==> src/rtl/flght_mixer_pd_if.sv <==
// Inertial/command inputs and ESC speed outputs of the flight mixer, grouped as one bus.
// master drives the sensor/command side, slave is the mixer core.
interface flght_mixer_pd_if #(
  parameter int ANG_W   = 16,
  parameter int THRST_W = 9,
  parameter int SPD_W   = 11
);
  logic                    arm;
  logic                    inertial_cal;
  logic                    vld;
  logic signed [ANG_W-1:0] d_ptch;
  logic signed [ANG_W-1:0] d_roll;
  logic signed [ANG_W-1:0] d_yaw;
  logic signed [ANG_W-1:0] ptch;
  logic signed [ANG_W-1:0] roll;
  logic signed [ANG_W-1:0] yaw;
  logic [THRST_W-1:0]      thrst;
  logic [SPD_W-1:0]        frnt_spd;
  logic [SPD_W-1:0]        bck_spd;
  logic [SPD_W-1:0]        lft_spd;
  logic [SPD_W-1:0]        rght_spd;
  logic                    spd_vld;

  modport master (
    output arm, inertial_cal, vld, d_ptch, d_roll, d_yaw, ptch, roll, yaw, thrst,
    input  frnt_spd, bck_spd, lft_spd, rght_spd, spd_vld
  );

  modport slave (
    input  arm, inertial_cal, vld, d_ptch, d_roll, d_yaw, ptch, roll, yaw, thrst,
    output frnt_spd, bck_spd, lft_spd, rght_spd, spd_vld
  );
endinterface

==> src/rtl/flght_mixer_pd.sv <==
// Three-axis PD flight controller feeding a 4-motor mixer, with arm/calibration FSM and 3-stage pipeline.
// Define FLGHT_MIXER_SLEW_EN to limit each RUN update to SLEW_STEP per motor.
module flght_mixer_pd #(
  parameter int ANG_W         = 16,
  parameter int THRST_W       = 9,
  parameter int SPD_W         = 11,
  parameter int P_SAT_W       = 10,
  parameter int D_DEPTH       = 12,
  parameter int D_COEFF       = 7,
  parameter int CAL_SPEED     = 'h290,
  parameter int MIN_RUN_SPEED = 'h2C0,
  parameter int SLEW_STEP     = 16
) (
  input logic             clk,
  input logic             rst_n,
  flght_mixer_pd_if.slave bus
);
  localparam int PD_W  = SPD_W + 2;
  localparam int DD_W  = 7;
  localparam int PTR_W = (D_DEPTH > 1) ? $clog2(D_DEPTH) : 1;
  localparam logic signed [PD_W-1:0] D_COEFF_W = PD_W'(D_COEFF);
  localparam logic signed [PD_W-1:0] MIN_W     = PD_W'(MIN_RUN_SPEED);
  localparam logic signed [PD_W-1:0] FULL_W    = PD_W'((1 << SPD_W) - 1);
  localparam logic signed [PD_W-1:0] STEP_W    = PD_W'(SLEW_STEP);
`ifdef FLGHT_MIXER_SLEW_EN
  localparam bit SLEW_ON = 1'b1;
`else
  localparam bit SLEW_ON = 1'b0;
`endif

  typedef enum logic [1:0] {ST_IDLE, ST_CAL, ST_RUN} state_t;

  state_t                  state_reg;
  state_t                  state_next;
  logic                    flush;
  logic                    accept;
  logic                    keep;
  logic [PTR_W-1:0]        wr_ptr_reg;
  logic                    s1_vld_reg;
  logic                    s2_vld_reg;
  logic [THRST_W-1:0]      thrst_s1_reg;
  logic [THRST_W-1:0]      thrst_s2_reg;
  logic signed [ANG_W-1:0] act [3];
  logic signed [ANG_W-1:0] des [3];
  logic signed [PD_W-1:0]  pd [3];
  logic signed [PD_W-1:0]  base;
  logic signed [PD_W-1:0]  mix [4];
  logic [SPD_W-1:0]        run_spd [4];
  logic [SPD_W-1:0]        spd_reg [4];
  logic                    spd_vld_reg;

  always_comb begin
    state_next = state_reg;
    if (!bus.arm) begin
      state_next = ST_IDLE;
    end else begin
      case (state_reg)
        ST_IDLE: if (bus.inertial_cal)  state_next = ST_CAL;
        ST_CAL:  if (!bus.inertial_cal) state_next = ST_RUN;
        ST_RUN:  if (bus.inertial_cal)  state_next = ST_CAL;
        default: state_next = ST_IDLE;
      endcase
    end
  end

  // Decisions use the next state so a disarm blanks the motors on the very next cycle.
  assign flush  = (state_next == ST_IDLE);
  assign accept = bus.vld && !flush;
  assign keep   = (state_next == ST_RUN);

  assign act[0] = bus.ptch;
  assign act[1] = bus.roll;
  assign act[2] = bus.yaw;
  assign des[0] = bus.d_ptch;
  assign des[1] = bus.d_roll;
  assign des[2] = bus.d_yaw;

  always_ff @(posedge clk or negedge rst_n) begin
    if (!rst_n) begin
      wr_ptr_reg <= '0;
    end else if (flush) begin
      wr_ptr_reg <= '0;
    end else if (accept) begin
      wr_ptr_reg <= (wr_ptr_reg == PTR_W'(D_DEPTH - 1)) ? '0 : wr_ptr_reg + PTR_W'(1);
    end
  end

  // Results only travel while RUN persists; CAL still feeds the derivative queues.
  always_ff @(posedge clk or negedge rst_n) begin
    if (!rst_n) begin
      s1_vld_reg   <= 1'b0;
      s2_vld_reg   <= 1'b0;
      thrst_s1_reg <= '0;
      thrst_s2_reg <= '0;
    end else begin
      s1_vld_reg <= accept && keep;
      s2_vld_reg <= s1_vld_reg && keep;
      if (accept)     thrst_s1_reg <= bus.thrst;
      if (s1_vld_reg) thrst_s2_reg <= thrst_s1_reg;
    end
  end

  for (genvar gi = 0; gi < 3; gi++) begin : g_axis
    logic signed [ANG_W:0]     err;
    logic signed [P_SAT_W-1:0] err_sat;
    logic signed [P_SAT_W-1:0] err_s1_reg;
    logic signed [P_SAT_W-1:0] old_s1_reg;
    logic signed [P_SAT_W-1:0] p_half;
    logic signed [P_SAT_W-1:0] p_eighth;
    logic signed [P_SAT_W:0]   diff;
    logic signed [DD_W-1:0]    d_diff;
    logic signed [PD_W-1:0]    pterm;
    logic signed [PD_W-1:0]    dterm;
    logic signed [PD_W-1:0]    pd_s2_reg;
    logic signed [P_SAT_W-1:0] dq_reg [D_DEPTH];

    assign err = {act[gi][ANG_W-1], act[gi]} - {des[gi][ANG_W-1], des[gi]};
    // Saturate when the bits above the target sign bit are not all copies of it.
    assign err_sat = (&err[ANG_W:P_SAT_W-1] || ~|err[ANG_W:P_SAT_W-1]) ?
                     err[P_SAT_W-1:0] : {err[ANG_W], {(P_SAT_W-1){~err[ANG_W]}}};

    always_ff @(posedge clk or negedge rst_n) begin
      if (!rst_n) begin
        for (int i = 0; i < D_DEPTH; i++) dq_reg[i] <= '0;
        err_s1_reg <= '0;
        old_s1_reg <= '0;
      end else if (flush) begin
        for (int i = 0; i < D_DEPTH; i++) dq_reg[i] <= '0;
      end else if (accept) begin
        dq_reg[wr_ptr_reg] <= err_sat;
        err_s1_reg         <= err_sat;
        old_s1_reg         <= dq_reg[wr_ptr_reg];
      end
    end

    assign p_half   = err_s1_reg >>> 1;
    assign p_eighth = err_s1_reg >>> 3;
    assign pterm    = {{(PD_W-P_SAT_W){p_half[P_SAT_W-1]}}, p_half} +
                      {{(PD_W-P_SAT_W){p_eighth[P_SAT_W-1]}}, p_eighth};
    assign diff     = {err_s1_reg[P_SAT_W-1], err_s1_reg} - {old_s1_reg[P_SAT_W-1], old_s1_reg};
    assign d_diff   = (&diff[P_SAT_W:DD_W-1] || ~|diff[P_SAT_W:DD_W-1]) ?
                      diff[DD_W-1:0] : {diff[P_SAT_W], {(DD_W-1){~diff[P_SAT_W]}}};
    assign dterm    = $signed({{(PD_W-DD_W){d_diff[DD_W-1]}}, d_diff}) * D_COEFF_W;

    always_ff @(posedge clk or negedge rst_n) begin
      if (!rst_n) begin
        pd_s2_reg <= '0;
      end else if (s1_vld_reg) begin
        pd_s2_reg <= pterm + dterm;
      end
    end

    assign pd[gi] = pd_s2_reg;
  end

  assign base   = $signed({{(PD_W-THRST_W){1'b0}}, thrst_s2_reg}) + MIN_W;
  assign mix[0] = base - pd[0] - pd[2];
  assign mix[1] = base + pd[0] - pd[2];
  assign mix[2] = base - pd[1] + pd[2];
  assign mix[3] = base + pd[1] + pd[2];

  for (genvar gi = 0; gi < 4; gi++) begin : g_motor
    logic signed [PD_W-1:0] tgt;
    logic signed [PD_W-1:0] cur;
    logic signed [PD_W-1:0] delta;
    logic signed [PD_W-1:0] slewed;

    always_comb begin
      tgt = mix[gi];
      if (mix[gi] < MIN_W) begin
        tgt = MIN_W;
      end else if (mix[gi] > FULL_W) begin
        tgt = FULL_W;
      end
    end

    assign cur   = $signed({2'b00, spd_reg[gi]});
    assign delta = tgt - cur;

    always_comb begin
      slewed = tgt;
      if (delta > STEP_W) begin
        slewed = cur + STEP_W;
      end else if (delta < -STEP_W) begin
        slewed = cur - STEP_W;
      end
    end

    assign run_spd[gi] = SPD_W'(SLEW_ON ? slewed : tgt);
  end

  always_ff @(posedge clk or negedge rst_n) begin
    if (!rst_n) begin
      state_reg   <= ST_IDLE;
      spd_vld_reg <= 1'b0;
      for (int i = 0; i < 4; i++) spd_reg[i] <= '0;
    end else begin
      state_reg   <= state_next;
      spd_vld_reg <= 1'b0;
      case (state_next)
        ST_IDLE: for (int i = 0; i < 4; i++) spd_reg[i] <= '0;
        ST_CAL:  for (int i = 0; i < 4; i++) spd_reg[i] <= SPD_W'(CAL_SPEED);
        ST_RUN: begin
          if (s2_vld_reg) begin
            for (int i = 0; i < 4; i++) spd_reg[i] <= run_spd[i];
            spd_vld_reg <= 1'b1;
          end
        end
        default: ;
      endcase
    end
  end

  assign bus.frnt_spd = spd_reg[0];
  assign bus.bck_spd  = spd_reg[1];
  assign bus.lft_spd  = spd_reg[2];
  assign bus.rght_spd = spd_reg[3];
  assign bus.spd_vld  = spd_vld_reg;
endmodule

==> src/flat_wrapper.sv <==
// flat-port wrapper written by rule: the top's interface ports become plain ports
module flght_mixer_pd_flat 
#(
  parameter int ANG_W         = 16,
  parameter int THRST_W       = 9,
  parameter int SPD_W         = 11,
  parameter int P_SAT_W       = 10,
  parameter int D_DEPTH       = 12,
  parameter int D_COEFF       = 7,
  parameter int CAL_SPEED     = 'h290,
  parameter int MIN_RUN_SPEED = 'h2C0,
  parameter int SLEW_STEP     = 16
)
  (clk, rst_n, bus_arm, bus_inertial_cal, bus_vld, bus_d_ptch, bus_d_roll, bus_d_yaw, bus_ptch, bus_roll, bus_yaw, bus_thrst, bus_frnt_spd, bus_bck_spd, bus_lft_spd, bus_rght_spd, bus_spd_vld);
  flght_mixer_pd_if #(.ANG_W(ANG_W), .THRST_W(THRST_W), .SPD_W(SPD_W)) bus_i ();
  input logic clk;
  input logic rst_n;
  input wire logic [$bits(bus_i.arm)-1:0] bus_arm;
  input wire logic [$bits(bus_i.inertial_cal)-1:0] bus_inertial_cal;
  input wire logic [$bits(bus_i.vld)-1:0] bus_vld;
  input wire logic [$bits(bus_i.d_ptch)-1:0] bus_d_ptch;
  input wire logic [$bits(bus_i.d_roll)-1:0] bus_d_roll;
  input wire logic [$bits(bus_i.d_yaw)-1:0] bus_d_yaw;
  input wire logic [$bits(bus_i.ptch)-1:0] bus_ptch;
  input wire logic [$bits(bus_i.roll)-1:0] bus_roll;
  input wire logic [$bits(bus_i.yaw)-1:0] bus_yaw;
  input wire logic [$bits(bus_i.thrst)-1:0] bus_thrst;
  output wire logic [$bits(bus_i.frnt_spd)-1:0] bus_frnt_spd;
  output wire logic [$bits(bus_i.bck_spd)-1:0] bus_bck_spd;
  output wire logic [$bits(bus_i.lft_spd)-1:0] bus_lft_spd;
  output wire logic [$bits(bus_i.rght_spd)-1:0] bus_rght_spd;
  output wire logic [$bits(bus_i.spd_vld)-1:0] bus_spd_vld;
  assign bus_i.arm = bus_arm;
  assign bus_i.inertial_cal = bus_inertial_cal;
  assign bus_i.vld = bus_vld;
  assign bus_i.d_ptch = bus_d_ptch;
  assign bus_i.d_roll = bus_d_roll;
  assign bus_i.d_yaw = bus_d_yaw;
  assign bus_i.ptch = bus_ptch;
  assign bus_i.roll = bus_roll;
  assign bus_i.yaw = bus_yaw;
  assign bus_i.thrst = bus_thrst;
  assign bus_frnt_spd = bus_i.frnt_spd;
  assign bus_bck_spd = bus_i.bck_spd;
  assign bus_lft_spd = bus_i.lft_spd;
  assign bus_rght_spd = bus_i.rght_spd;
  assign bus_spd_vld = bus_i.spd_vld;
  flght_mixer_pd #(.ANG_W(ANG_W), .THRST_W(THRST_W), .SPD_W(SPD_W), .P_SAT_W(P_SAT_W), .D_DEPTH(D_DEPTH), .D_COEFF(D_COEFF), .CAL_SPEED(CAL_SPEED), .MIN_RUN_SPEED(MIN_RUN_SPEED), .SLEW_STEP(SLEW_STEP)) u_core (.clk(clk), .rst_n(rst_n), .bus(bus_i));
endmodule
==> config.mk <==
export PLATFORM = sky130hd
export DESIGN_NAME = flght_mixer_pd_flat
export DESIGN_NICKNAME = d
export VERILOG_FILES = /design/src/rtl/flght_mixer_pd_if.sv /design/src/rtl/flght_mixer_pd.sv /design/src/flat_wrapper.sv
export SDC_FILE = /design/constraint.sdc
export NUM_CORES = 1
export LEC_CHECK = 0
export ABC_AREA = 1
export CORE_MARGIN = 8
export CORE_UTILIZATION = 36
export DETAILED_ROUTE_END_ITERATION = 16
export REMOVE_ABC_BUFFERS = 1
export SLEW_MARGIN = 10
export SYNTH_ARGS = -nofsm -noshare
export SYNTH_HDL_FRONTEND = slang
export SYNTH_SLANG_ARGS = --single-unit
==> constraint.sdc <==
create_clock -name clk -period 11.9 [get_ports clk]
set_input_delay 2.975 -clock clk [delete_from_list [all_inputs] [get_ports clk]]
set_output_delay 2.975 -clock clk [all_outputs]
set_load 0.05 [all_outputs]
==> run metrics, run 1 <==
Slew headroom=a little under a quarter; max FFs per register=360; Commonest cells post-synth=nand2_1 (1152), dfrtp_1 (530), inv_1 (511); total of max-cap violations=0; Critical Path Sink Type=flip-flop; CP required=12.41 ns; YS warnings=0; Mapped Cells=around 4500; Slew @ Worst Pin=about 1.2 ns; DR WL/cell=roughly 17 µm; core box area=96100 µm²; Vias per Instance=around 5.1; vias post-DR=30001; Core Rows=about 110; count leader, synth=nand2_1; main flop type after synthesis=dfrtp_1; GRT Total Usage=18.2%; CP max FO=just over 40; setup bufs post-CTS=0; vias in the first global route=around 30000; Starting Density=around 36%; CP arrival=around 7.1 ns; clock skew=about 0.06 ns; CTS buffer count=between 50 and 60; CTS Hold Buffers Added=0; die area=around 110000 µm²; Critical Path Start Type=primary input; synth top area cells=dfrtp_1 (38%), nand2_1 (12%), ha_1 (9.0%); final net count=4957; initial drt markers=roughly 2100; FF+latch count, synth=530; HP Class=flip-flop to flip-flop; CTS H-tree lvls=2; Async SR Flop Fraction=100%; later-pin clock latency in the skew report=~0.65 ns; drc violations=0; distinct cell type count after synthesis=56; fraction of layout cells with a size suffix above 1=around 5.4%; syn_area_per_cell=around 7.8 µm²; final setup TNS=0 ns; critical path class=primary input to flip-flop; f_max=roughly 150 MHz; most area-hungry cell type in the Yosys netlist=dfrtp_1; Resize count post-CTS=0; Seq/Total Area, Yosys=between 30% and 40%; largest net degree at the start of global routing=~190; chip height=326 µm; Final setup viols=0; final-report hold violation count=0; Die X-Extent=~330 µm; crit path time final=6.57 ns; Detailed Routing Iterations Pass 1=7; clk slew on worst S/H paths=0.06 ns; Tcrit/Tclk final=~55%; global-route wire length before repair=~160 mm; CTS tree=done; dpl hpwl=around 68 mm; status=completed; clk sinks=530; initial antenna violation count=1; IO Count=155; RSZ-0062 raised after global routing=false; PortBufs=roughly 150; Clock Tree Buf Depth=3; final wirelength=just under 100 mm; EDFF count, synth=0; synthesized area=about 35000 µm²; clk root buf=clkbuf_16; Antenna Nets Post-Route=0; post-synth top area share=approximately two fifths; total gr overflow=0; Max Slew Vio Count=0; Area Growth Syn to Fin=13.5%; Placer Congestion=about 0.84
area by class of cell:
cell class	count	area [µm²]
Clock inverter	28	355
Timing Repair Buffer	193	1860
Clock buffer	79	1650
Fill cell	9871	56800
Multi-Input combinational cell	3225	18700
Sequential cell	530	13300
Inverter	518	1950
Tap cell	1276	1600
Antenna cell	2	5.00
worst paths after layout:
kind | slack (ns) | endpoint | cells after the start | from
min reg2reg | 0.47 | u_core.thrst_s1_reg[1] | 2 | u_core.thrst_s1_reg[1]
max | 5.33 | u_core.g_axis[0].dq_reg[82] | 11 | bus_arm
min in group asynchronous | 2.36 | u_core.s2_vld_reg | 1 | rst_n
max reg2reg | 5.91 | u_core.g_axis[1].pd_s2_reg[11] | 28 | u_core.g_axis[1].err_s1_reg[0]
max in group asynchronous | 7.88 | u_core.wr_ptr_reg[0] | 2 | rst_n
min | 0.47 | u_core.thrst_s1_reg[1] | 2 | u_core.thrst_s1_reg[1]
metal layers:
metal / part of all wire [%] / global-route usage, % / up-vias
li1: - / - / 14774
met1: 45 / 24.4 / 14270
met2: 46 / 30.6 / 803
met3: 5.7 / 2.47 / 154
met4: 2.7 / 4.94 / 0
met5: 0 / 0 / -
stage by stage:
step / std cells / hold WS [ns] / worst slack (ns) / utilization [%] / instance area (µm²)
3_5_place_dp: 5742 / 0.460 / 4.77 / 38.9 / 37400
2_1_floorplan: 4273 / 0.437 / 1.73 / - / 33800
4_1_cts: 5849 / 0.474 / 5.42 / 41.0 / 39400
6_report: 5851 / 0.469 / 5.33 / 41.0 / 39400
5_1_grt: 5850 / 0.489 / 5.07 / 41.0 / 39400
3_3_place_gp: 5742 / 0.454 / 4.86 / 38.9 / 37400
cells by family after synthesis:
kind of cell	Yosys count	share of synthesized area, %
buffers and inverters	717	8.05
DFF	530	38.2
xor gates and xnor gates	145	3.66
and+or+nand+nor	1695	19.9
AOI/OAI and AO/OA	1064	17.1
adders and majority gates	321	13.1
worst max-delay path, stage by stage:
cell             delay, ns
clkdlybuf4s50_1       0.45
o21ai_0               0.09
a211oi_1              0.45
inv_1                 0.14
ha_1                  0.21
buf_4                 0.23
nor2_4                0.42
buf_4                 0.60
buf_4                 0.48
nand2_2               0.62
o21ai_0               0.34
cell usage in the layout (no fill, tap or decap), types with 21 or more instances in the layout:
master and instances:
o21ai_2 32, o22ai_1 106, nand2_2 36, xnor2_1 57
nand2_1 1149, clkbuf_16 58, a21oi_1 220, buf_4 37
o21ai_0 470, nand3_1 175, inv_1 509, clkdlybuf4s50_1 153
xor2_1 88, o21ai_1 126, a32oi_1 27, nor2_1 260
nand4_1 32, dfrtp_1 528, o21bai_1 21, fa_1 72
ha_1 249
Power of run 1 is left out: the tool's default activity adds up to more than one toggle a clock period on the data nets, which glitch-free logic cannot reach.
==> run 2: changes to the inputs <==
==> constraint.sdc (replaced) <==
create_clock -name clk -period 6 [get_ports clk]
set_input_delay 1.5 -clock clk [delete_from_list [all_inputs] [get_ports clk]]
set_output_delay 1.5 -clock clk [all_outputs]
set_load 0.05 [all_outputs]
==> run 2 against run 1 <==
Compared with the run above: register-to-register slack worse by 5.4 ns; worst hold slack got worse by 0.0045 ns; cell count is 0.39% higher; clock skew fell by 0.011 ns; cell area up 1.1%; setup slack worse by 4.8 ns; critical path type is now flip-flop to flip-flop; highest routed layer is now met5.
==> run metrics, run 2 (synthesis gave the netlist of run 1 again) <==
status=completed; Slew headroom=30.6% (+7.4 points); Antenna Nets Post-Route=0 (unchanged); Placer Congestion=0.865 (+2.5%); setup bufs post-CTS=0 (unchanged); CP max FO=9 (-78%); Starting Density=36.1% (unchanged); DR WL/cell=17.4 µm (+3.1%); Clock Tree Buf Depth=3 (unchanged); CP peak stage delay=0.46 ns (-0.16 ns); IO Count=155 (unchanged); max FFs per register=360 (unchanged); dpl hpwl=69.8 mm (+2.8%); total gr overflow=0 (unchanged); CP arrival=5.97 ns (-1.11 ns); final setup TNS=0 ns (unchanged); global-route wire length before repair=164 mm (+2.4%); Tcrit/Tclk final=91.6%; RSZ-0062 raised after global routing=true; vias in the first global route=29846 (+0.45%); initial drt markers=2497 (+17%); CP required=6.47 ns (-5.94 ns); core box area=96100 µm² (unchanged); drc violations=0 (unchanged); die area=107000 µm² (unchanged); Critical Path Start Type=flip-flop; chip height=326 µm (unchanged); final net count=4979 (+0.44%); vias post-DR=30540 (+1.8%); final-report hold violation count=0 (unchanged); # diodes=0 (-2); f_max=around 180 MHz; Vias per Instance=5.20 (+1.4%); total of max-cap violations=0 (unchanged); CTS H-tree lvls=2 (unchanged); fraction of layout cells with a size suffix above 1=6.18% (+0.73 points); crit path time final=between 5 and 6 ns; CTS buffer count=58 (unchanged); Filler Cells Inserted=9782 (-0.90%); final wirelength=102 mm (+3.5%); most frequent cells in the layout=nand2_1 (1150), dfrtp_1 (528), inv_1 (509), o21ai_0 (459), nor2_1 (259); Detailed Routing Iterations Pass 1=5 (-2); HP Class=flip-flop to flip-flop; later-pin clock latency in the skew report=0.65 ns (about the same); Die X-Extent=326 µm (unchanged); Final setup viols=0 (unchanged); Core Rows=114 (unchanged); initial antenna violation count=1 (unchanged); largest net degree at the start of global routing=128 (-34%); PortBufs=154 (unchanged); Critical Path Sink Type=flip-flop; Max Slew Vio Count=0 (unchanged); critical path class=flip-flop to flip-flop; CP max stage cell=fa_1; clk slew on worst S/H paths=0.06 ns (about the same); clock skew=0.0488 ns (-0.0112 ns); clk sinks=530 (unchanged); GRT Total Usage=18.8% (+0.60 points); Area Growth Syn to Fin=14.7%; Slew @ Worst Pin=1.04 ns (-0.114 ns); CTS tree=done; commonest non-fill, non-tap cell in the layout=nand2_1; clk root buf=clkbuf_16
[run 2: changes by cell type in the layout (fill, tap and decap cells not counted), moves of 4 or more]
cell / delta
buf_4: +18
o21ai_0: -11
a21oi_1: -4
a21oi_2: +4
inv_6: +4
o21ai_1: +9
buf_12: +4
bufinv_16: +6
[run 2: area by class of cell]
cell class	instances	area [µm²]	area share (%)
flip-flops and latches	530	13300	33.3
clock buffers	75	1620	4.06
multi-input cells	3225	18700	47.1
inverters	518	1950	4.90
well taps	1276	1600	4.01
clock inverters	35	556	1.40
repair buffers	215	2080	5.23
[run 2: what timing repair did]
action	in CTS	in global routing
gates resized for setup	0	22
hold buffers	0	0
hold endpoints to repair	0	0
setup endpoints to repair	0	12
[run 2: critical path: cells and delay by family, from the launching register on]
family	cells	cell delay (ns)
compound gates	8	1.04
xor+xnor	1	0.16
fa+ha+maj	7	2.25
buf+inv	4	0.36
flops	1	0.38
simple gates	10	1.11
[run 2: final timing paths]
| kind | to | slack (ns) | start | cells past startpoint |
|---|---|---|---|---|
| hold reg to reg | u_core.bus.spd_vld | 0.46 | u_core.s2_vld_reg | 2 |
| max in group asynchronous | u_core.wr_ptr_reg[0] | 3.86 | rst_n | 2 |
| setup reg to reg | u_core.g_axis[2].pd_s2_reg[11] | 0.50 | u_core.g_axis[2].err_s1_reg[0] | 30 |
| min in group asynchronous | u_core.bus.spd_vld | 0.89 | rst_n | 1 |
| hold / removal | u_core.bus.spd_vld | 0.46 | u_core.s2_vld_reg | 2 |
| setup / recovery | u_core.g_axis[2].pd_s2_reg[11] | 0.50 | u_core.g_axis[2].err_s1_reg[0] | 30 |
[run 2: stage by stage]
| stage | setup slack, ns | std cells | area [µm²] | util (%) | hold slack [ns] |
|---|---|---|---|---|---|
| 2_1_floorplan | -2.76 | 4273 | 33800 | - | 0.437 |
| 3_5_place_dp | 0.270 | 5764 | 37600 | 39.1 | 0.449 |
| 3_3_place_gp | 0.426 | 5764 | 37600 | 39.1 | 0.449 |
| 6_report | 0.503 | 5874 | 39800 | 41.4 | 0.465 |
| 5_1_grt | -0.0185 | 5874 | 39800 | 41.4 | 0.486 |
| 4_1_cts | 0.303 | 5874 | 39700 | 41.3 | 0.463 |
[run 2: metal layers]
layer / GRT usage [%] / routed length, µm
met3: 2.28 / 6530
met4: 5.74 / 2940
met5: 0 / 13
met2: 31.2 / 47400
met1: 25.5 / 45100
Power of run 2 is left out for the same reason.
